## config.mk

```make
export PLATFORM = sky130hd
export DESIGN_NAME = hazard_stall_unit
export DESIGN_NICKNAME = d
export VERILOG_FILES = /design/src/rtl/hazard_stall_unit.sv
export SDC_FILE = /design/constraint.sdc
export NUM_CORES = 1
export LEC_CHECK = 0
export CAP_MARGIN = 15
export CORE_ASPECT_RATIO = 0.9
export CORE_MARGIN = 2
export CORE_UTILIZATION = 45
export CTS_BUF_LIST = sky130_fd_sc_hd__clkbuf_2
export DETAILED_ROUTE_END_ITERATION = 6
export DONT_BUFFER_PORTS = 1
export GPL_ROUTABILITY_DRIVEN = 0
export PLACE_DENSITY_LB_ADDON = 0.3
export RECOVER_POWER = 50
export SLEW_MARGIN = 20
export SYNTH_ARGS = -nofsm -noshare
export SYNTH_HDL_FRONTEND = slang
export SYNTH_SLANG_ARGS = --single-unit
export TNS_END_PERCENT = 1
```

## constraint.sdc

```tcl
create_clock -name clk -period 6.8 [get_ports clk]
set_input_delay 1.36 -clock clk [delete_from_list [all_inputs] [get_ports clk]]
set_output_delay 1.36 -clock clk [all_outputs]
set_load 0.02 [all_outputs]
```

## src/rtl/hazard_stall_unit.sv

```systemverilog
// rtl/hazard_stall_unit.sv - ID-stage load-use / no-forwarding hazard stall unit
//
// Works out how many bubbles the instruction in IF/ID needs before it may
// enter ID/EX, then holds PC and IF/ID and injects nops into ID/EX for that
// many cycles. With forwarding on, only a load in EX feeding the ID
// instruction needs one bubble. With forwarding off, a writer in EX needs two
// bubbles and a writer in MEM needs one. The register file is write-first, so
// a writer in WB never stalls.
//
// Ports:
//   clk, rst_n          clock (rising edge), asynchronous active-low reset
//   forward_btn         1 = forwarding enabled
//   branch_flush        IF/ID is being flushed this cycle
//   IF_ID_*             source registers and use bits of the ID instruction
//   ID_EX_*             destination / write / load flags of the EX instruction
//   EX_MEM_*            destination / write flag of the MEM instruction
//   PC_write            1 = PC may update
//   IF_ID_write         1 = IF/ID may load
//   ID_EX_bubble        1 = ID/EX loads nop control
//   forward_stallstrt   high in the first cycle of each stall episode
//   stall_active        FSM is in the STALL state
//   stall_count         saturating count of bubble cycles since reset

module hazard_stall_unit #(
  parameter int CNT_W = 16
) (
  input  logic             clk,
  input  logic             rst_n,
  input  logic             forward_btn,
  input  logic             branch_flush,
  input  logic [4:0]       IF_ID_Regrs,
  input  logic [4:0]       IF_ID_Regrt,
  input  logic             IF_ID_use_rs,
  input  logic             IF_ID_use_rt,
  input  logic [4:0]       ID_EX_Regrd,
  input  logic             ID_EX_Regwrite,
  input  logic             ID_EX_Memread,
  input  logic [4:0]       EX_MEM_Regrd,
  input  logic             EX_MEM_Regwrite,
  output logic             PC_write,
  output logic             IF_ID_write,
  output logic             ID_EX_bubble,
  output logic             forward_stallstrt,
  output logic             stall_active,
  output logic [CNT_W-1:0] stall_count
);

  typedef enum logic {
    IDLE  = 1'b0,
    STALL = 1'b1
  } state_t;

  state_t           state_q, state_d;
  logic [1:0]       rem_q, rem_d;
  logic [CNT_W-1:0] cnt_q, cnt_d;

  logic       ex_rs, ex_rt, mem_rs, mem_rt;
  logic       ex_hit, mem_hit;
  logic [1:0] need;
  logic       stall_start;
  logic       stall_hold;
  logic       bubble;

  // Operand matches; register 0 is hard-wired and never a hazard source.
  always_comb begin
    ex_rs   = ID_EX_Regwrite  & IF_ID_use_rs & (ID_EX_Regrd  == IF_ID_Regrs) & (IF_ID_Regrs != 5'd0);
    ex_rt   = ID_EX_Regwrite  & IF_ID_use_rt & (ID_EX_Regrd  == IF_ID_Regrt) & (IF_ID_Regrt != 5'd0);
    mem_rs  = EX_MEM_Regwrite & IF_ID_use_rs & (EX_MEM_Regrd == IF_ID_Regrs) & (IF_ID_Regrs != 5'd0);
    mem_rt  = EX_MEM_Regwrite & IF_ID_use_rt & (EX_MEM_Regrd == IF_ID_Regrt) & (IF_ID_Regrt != 5'd0);
    ex_hit  = ex_rs | ex_rt;
    mem_hit = mem_rs | mem_rt;
  end

  // Bubble requirement, taking the worst case over both operands.
  always_comb begin
    need = 2'd0;
    if (forward_btn) begin
      if (ID_EX_Memread && ex_hit) need = 2'd1;
    end else begin
      if (ex_hit)       need = 2'd2;
      else if (mem_hit) need = 2'd1;
    end
  end

  // rst_n gates the stall terms so outputs read "run" while reset is held,
  // whatever the match inputs say.
  always_comb begin
    stall_start = rst_n & (state_q == IDLE)  & (need != 2'd0) & ~branch_flush;
    stall_hold  = rst_n & (state_q == STALL) & ~branch_flush;
    bubble      = stall_start | stall_hold;
  end

  // State register
  always_ff @(posedge clk or negedge rst_n) begin
    if (!rst_n) begin
      state_q <= IDLE;
      rem_q   <= 2'd0;
      cnt_q   <= '0;
    end else begin
      state_q <= state_d;
      rem_q   <= rem_d;
      cnt_q   <= cnt_d;
    end
  end

  // Next-state logic. A one-bubble hazard stays in IDLE and is re-evaluated
  // next cycle with the writer one stage further down the pipe.
  always_comb begin
    state_d = state_q;
    rem_d   = rem_q;
    cnt_d   = cnt_q;
    case (state_q)
      IDLE: begin
        if (stall_start && need == 2'd2) begin
          state_d = STALL;
          rem_d   = need - 2'd1;
        end
      end
      STALL: begin
        if (branch_flush || rem_q <= 2'd1) begin
          state_d = IDLE;
          rem_d   = 2'd0;
        end else begin
          rem_d = rem_q - 2'd1;
        end
      end
      default: begin
        state_d = IDLE;
        rem_d   = 2'd0;
      end
    endcase
    if (bubble && cnt_q != {CNT_W{1'b1}}) cnt_d = cnt_q + 1'b1;
  end

  // Output logic
  always_comb begin
    PC_write          = ~bubble;
    IF_ID_write       = ~bubble;
    ID_EX_bubble      = bubble;
    forward_stallstrt = stall_start;
    stall_active      = rst_n & (state_q == STALL);
    stall_count       = cnt_q;
  end

endmodule

```

# --- After elaboration in Yosys (flattened, before gate mapping) ---
# Index checks and enable logic that the tools add are counted.
totals:
  register_bits: 19
  inputBits: 29
op_classes:
  muxes: 10
  n_bitwise: 23
  n_eq_ne: 7
  addsub: 3
  magnitude_cmp: 1
  reduce_logical: 7
op_table:
  columns: ["cell", "count"]
  rows:
  - ["5-bit equality test", 4]
  - ["1-bit bitwise AND", 17]
  - ["16-bit by 1-bit adder with 16-bit output, second input constant", 1]
  - ["16-bit inequality test, second input constant", 1]
  - ["5-bit nonzero test", 2]
  - ["2-bit two-way mux", 4]
  - ["1-bit two-way mux", 4]
  - ["2-bit one-hot mux with 2 select lines", 1]
  - ["2-bit by 1-bit subtractor with 2-bit output, second input constant", 2]
  - ["1-bit logical AND", 3]
  - ["1-bit NOT", 3]
  - ["1-bit bitwise OR", 3]
  - ["2-bit equality test, second input constant", 1]
  - ["2-bit by 1-bit less-or-equal comparator with 1-bit output, second input constant", 1]
  - ["2-bit by 1-bit inequality test with 1-bit output, second input constant", 1]
  - ["1-bit one-hot mux with 2 select lines", 1]
  - ["2-bit nonzero test", 1]
  - ["1-bit logical OR", 1]

# --- Logic depth before layout (Yosys ltp) ---
depth:
  depth_word: 13
  depth_mapped: 12
  depth_no_buf: 12

# --- Worst setup path after synthesis ---
# No wires, ideal clock.
synth_path:
  path_type: "input to output"
  start: "in IF_ID_Regrt[0]"
  end: "out forward_stallstrt"
  n_path_buf: 0
  cell_stages: 7
  slack_ns: 1.907
  arrival_ns: 3.533
  cell_sequence: "or4_1 > o21ai_1 > nand4b_1 > o2111a_1 > nor2_1 > ha_1 > nor4b_1"
synth_between:
  elab_chain_cells: 10
  elab_cells_between_ends: 17
  cone_classes: "2 x eq/ne; 4 x mux; 8 x bitwise; 3 x reduce/logical"
synth_rtl:
  columns: ["item", "line_no", "source"]
  rows:
  - ["start: declaration", "32", "input logic [4:0] IF_ID_Regrt,"]
  - ["5-bit equality test (on tied branches)", "69, 67", null]
  - ["1-bit bitwise AND (on tied branches) (2 in series)", "69, 67", null]
  - ["1-bit bitwise OR (on tied branches)", "71, 70", null]
  - ["1-bit two-way mux / 1-bit logical AND (equally long branches)", "81, 78", null]
  - ["2-bit two-way mux / 1-bit two-way mux (equally long branches)", "80, 78", null]
  - ["2-bit two-way mux (*)", "77", "if (forward_btn) begin"]
  - ["2-bit nonzero test (*)", "88", "stall_start = rst_n & (state_q == IDLE) & (need != 2'd0) & ~branch_flush;"]
  - ["1-bit bitwise AND (*) (2 in series)", "88", null]
  - ["end: declaration", "43", "output logic forward_stallstrt,"]
# Every way passes the cells marked *; elsewhere a longest branch is shown, timed or not.

# --- Final worst setup path ---
layout_path:
  start: "in IF_ID_Regrt[0]"
  end: "out ID_EX_bubble"
layout_between:
  elab_chain_cells: 11
  elab_cells_between_ends: 18
  cone_classes: "2 x eq/ne; 4 x mux; 9 x bitwise; 3 x reduce/logical"
layout_rtl:
  columns: ["item", "line_no", "source"]
  rows:
  - ["5-bit equality test (on tied branches)", "69, 67", null]
  - ["1-bit bitwise AND (on tied branches) (2 in series)", "69, 67", null]
  - ["1-bit bitwise OR (on tied branches)", "71, 70", null]
  - ["1-bit two-way mux / 1-bit logical AND (equally long branches)", "81, 78", null]
  - ["2-bit two-way mux / 1-bit two-way mux (equally long branches)", "80, 78", null]
  - ["2-bit two-way mux (*)", "77", null]
  - ["2-bit nonzero test (*)", "88", null]
  - ["1-bit bitwise AND (*) (2 in series)", "88", null]
  - ["1-bit bitwise OR (*)", "90", "bubble = stall_start | stall_hold;"]
  - ["end: declaration", "42", "output logic ID_EX_bubble,"]
# Marked as above.

==> impl_metrics.tcl <==
set metrics [dict create \
    drv_cap 0 \
    skew_ns 0.00877 \
    grt_overflow 0 \
    grtUsageTotal_pct 18.4 \
    cts_buffer_depth 2 \
    hp-class "reg -> reg" \
    cts_setup_buffers 0 \
    postCtsHoldBufs 0 \
    leakagePower_uw 0.000584 \
    die_y_um 54.2 \
    crit_type "in -> out" \
    final_cell_mix "xnor2_1 (23), dfrtp_1 (19), nand2_1 (16), xor2_1 (12), nand4_1 (6)" \
    synth-seq-area-share_pct 37.8 \
    cts.sinks 19 \
    drtIter0Drc 41 \
    via_per_inst 5.98 \
    cp.required_ns 5.44 \
    final-max-slew-violation-count 0 \
    wl_per_cell_um 17.0 \
    whs_ns 0.564 \
    grt_pass1_vias 1053 \
    die_area_mm2 0.00324 \
    clockRootBuffer "clkbuf_2" \
    dr.pass1.iters 4 \
    switching_share_pct 26.1 \
    timing.setup.tns_ns 0 \
    final_util_pct 48.7 \
    syn-instance-count 130 \
    cp_data_arrival_time_ns 3.63 \
    drt-total-wl_mm 2.78 \
    use_met3_pct 3.85 \
    synth_top_area_cell "dfrtp_1" \
    vias 981 \
    synth.net_count 163 \
    fmax_mhz 200 \
    p_comb_share_pct 10.3 \
    htreeDepth 1 \
    netlist_area_mm2 0.00126 \
    tightest_slew_ns 0.619 \
    critPathMaxFanout 5 \
    relSlewSlack_pct 58.6 \
    antenna_found_initial 0 \
    met2_usage_pct 34.1 \
    postSynthAreaPerCell_um2 9.68 \
    cts_tree "done" \
    final_common_cell "xnor2_1" \
    syn_to_final_growth_pct 4.57 \
    r2r_start "state_q" \
    hold_viol 0 \
    grt_max_degree 23 \
    outcome "completed" \
    initial_core_util_pct 46.6 \
    place_inst 160 \
    io_buffers 0 \
    busiest_layer "met2" \
    clk_pin_slew_ns 0.16 \
    clkLatencyLatePin_ns 0.32 \
    final_cells 164 \
    remaining_drc_errors 0 \
    cts_resized 0 \
    final_nets 168 \
    die_w_um 59.8 \
    power.switching_uw 50.6 \
    critPathLaunchType "primary input" \
    p_int_uw 143 \
    ant_nets 0 \
    grt.met1_usage_pct 19.9 \
    p_per_area_mw_per_mm2 147 \
    grt_pass1_wl_mm 4.42 \
    worstSetupEndpointType "output pin" \
    netlist.area_leader.share_pct 37.8 \
    rsz0062_at_grt "no" \
    startpoint "IF_ID_Regrt[0]" \
    core-area_mm2 0.00270 \
    drive_gt1_share_pct 8.21 \
    yosysWarnings 0 \
    hp-start "rem_q[1]" \
    rows 18 \
    min_period_over_period_pct 73.4 \
    synth-seq-cells 19 \
    io-pin-count 50 \
    cts_made_buffers 3 \
    antenna_cells_inserted 0 \
    synth_cell_type_count 31 \
    finalSetupViolCount 0 \
    synthTopCellsByArea "dfrtp_1 (38%), xnor2_1 (16%), xor2_1 (8.3%), nand2_1 (4.8%), ha_1 (4.0%)" \
    power_frac_seq_pct 63.5 \
    pwr-share-clk_pct 26.2 \
    period_needed_ns 4.99 \
    irDropWorstVdd_uv 43.7 \
    dp_hpwl_mm 2.18 \
]
## synth_stat cells
master / instances
xnor2_1: 23
a21oi_1: 4
and4_1: 2
nand3_1: 3
nand2_1: 16
nor3_1: 5
o21ai_1: 1
inv_1: 4
and3_1: 3
nor4b_1: 1
o31ai_2: 2
nand2b_1: 1
nand3b_1: 1
or4_4: 1
dfrtp_1: 19
o21ai_2: 1
o31a_1: 1
buf_4: 1
nand4_1: 6
a31oi_1: 1
ha_1: 4
nand4_2: 1
o2111a_1: 2
nand4b_1: 2
or4_1: 1
and2_1: 2
o32ai_1: 1
nor2_1: 5
nor4_1: 3
xor2_1: 12
inv_2: 1
## area by class of cell
cell class	count	area, um2
multi-input combinational	105	757
fill	267	1390
timing repair buffer	1	7.51
clock buffer	4	20.0
sequential	19	475
inverter	5	18.8
tap	30	37.5
## layer usage
metal | up-vias | part of all wire, %
li1 | 469 | -
met1 | 469 | 40
met2 | 38 | 52
met3 | 5 | 6.5
met4 | 0 | 1.8
met5 | - | 0
## registers in the layout (all words and copies together), names as in the netlist
signal,count
stall_count,16
rem_q,2
state_q,1
## worst max-delay path: stages
cell,delay [ns]
or4_1,0.52
o21ai_1,0.15
nand4b_1,0.18
o2111a_1,0.25
nor2_1,0.07
ha_1,0.22
nand2b_1,0.07
nand3b_1,0.45
inv_2,0.36
## cell families after synthesis
| kind of cell | after synthesis | synth area share [%] |
|---|---|---|
| DFF | 19 | 37.8 |
| buffers and inverters | 6 | 2.09 |
| AOI/OAI and AO/OA | 13 | 8.35 |
| and+or+nand+nor | 53 | 23.5 |
| xor gates and xnor gates | 35 | 24.4 |
| adders and majority gates | 4 | 3.98 |
## power by group through the flow
stage | Combinational (uW) | Clock, uW | Sequential [uW]
6_report | 19.9 | 50.8 | 123
5_1_grt | 21.8 | 55.8 | 124
4_1_cts | 19.6 | 51.9 | 123
3_5_place_dp | 19.4 | 0 | 125
3_3_place_gp | 18.3 | 0 | 125
2_1_floorplan | 16.9 | 0 | 124
## per-stage QoR
| stage | setup slack (ns) | power, uW | area, um2 |
|---|---|---|---|
| finish | 1.81 | 194 | 1320 |
| global route | 1.66 | 201 | 1320 |
| CTS | 1.82 | 195 | 1320 |
| detailed placement | 1.82 | 145 | 1300 |
| global placement | 1.88 | 144 | 1300 |
| floorplan | 1.91 | 141 | 1260 |
## worst paths after layout
check | cells past startpoint | slack [ns] | endpoint
max | 9 | 1.81 | ID_EX_bubble
min reg2reg | 2 | 0.56 | state_q
min in group asynchronous | 0 | 0.69 | stall_count[14]
min | 2 | 0.56 | state_q
max reg2reg | 6 | 4.66 | stall_count[11]
max in group asynchronous | 0 | 6.03 | stall_count[6]
(Power assumes the default switching activity.)
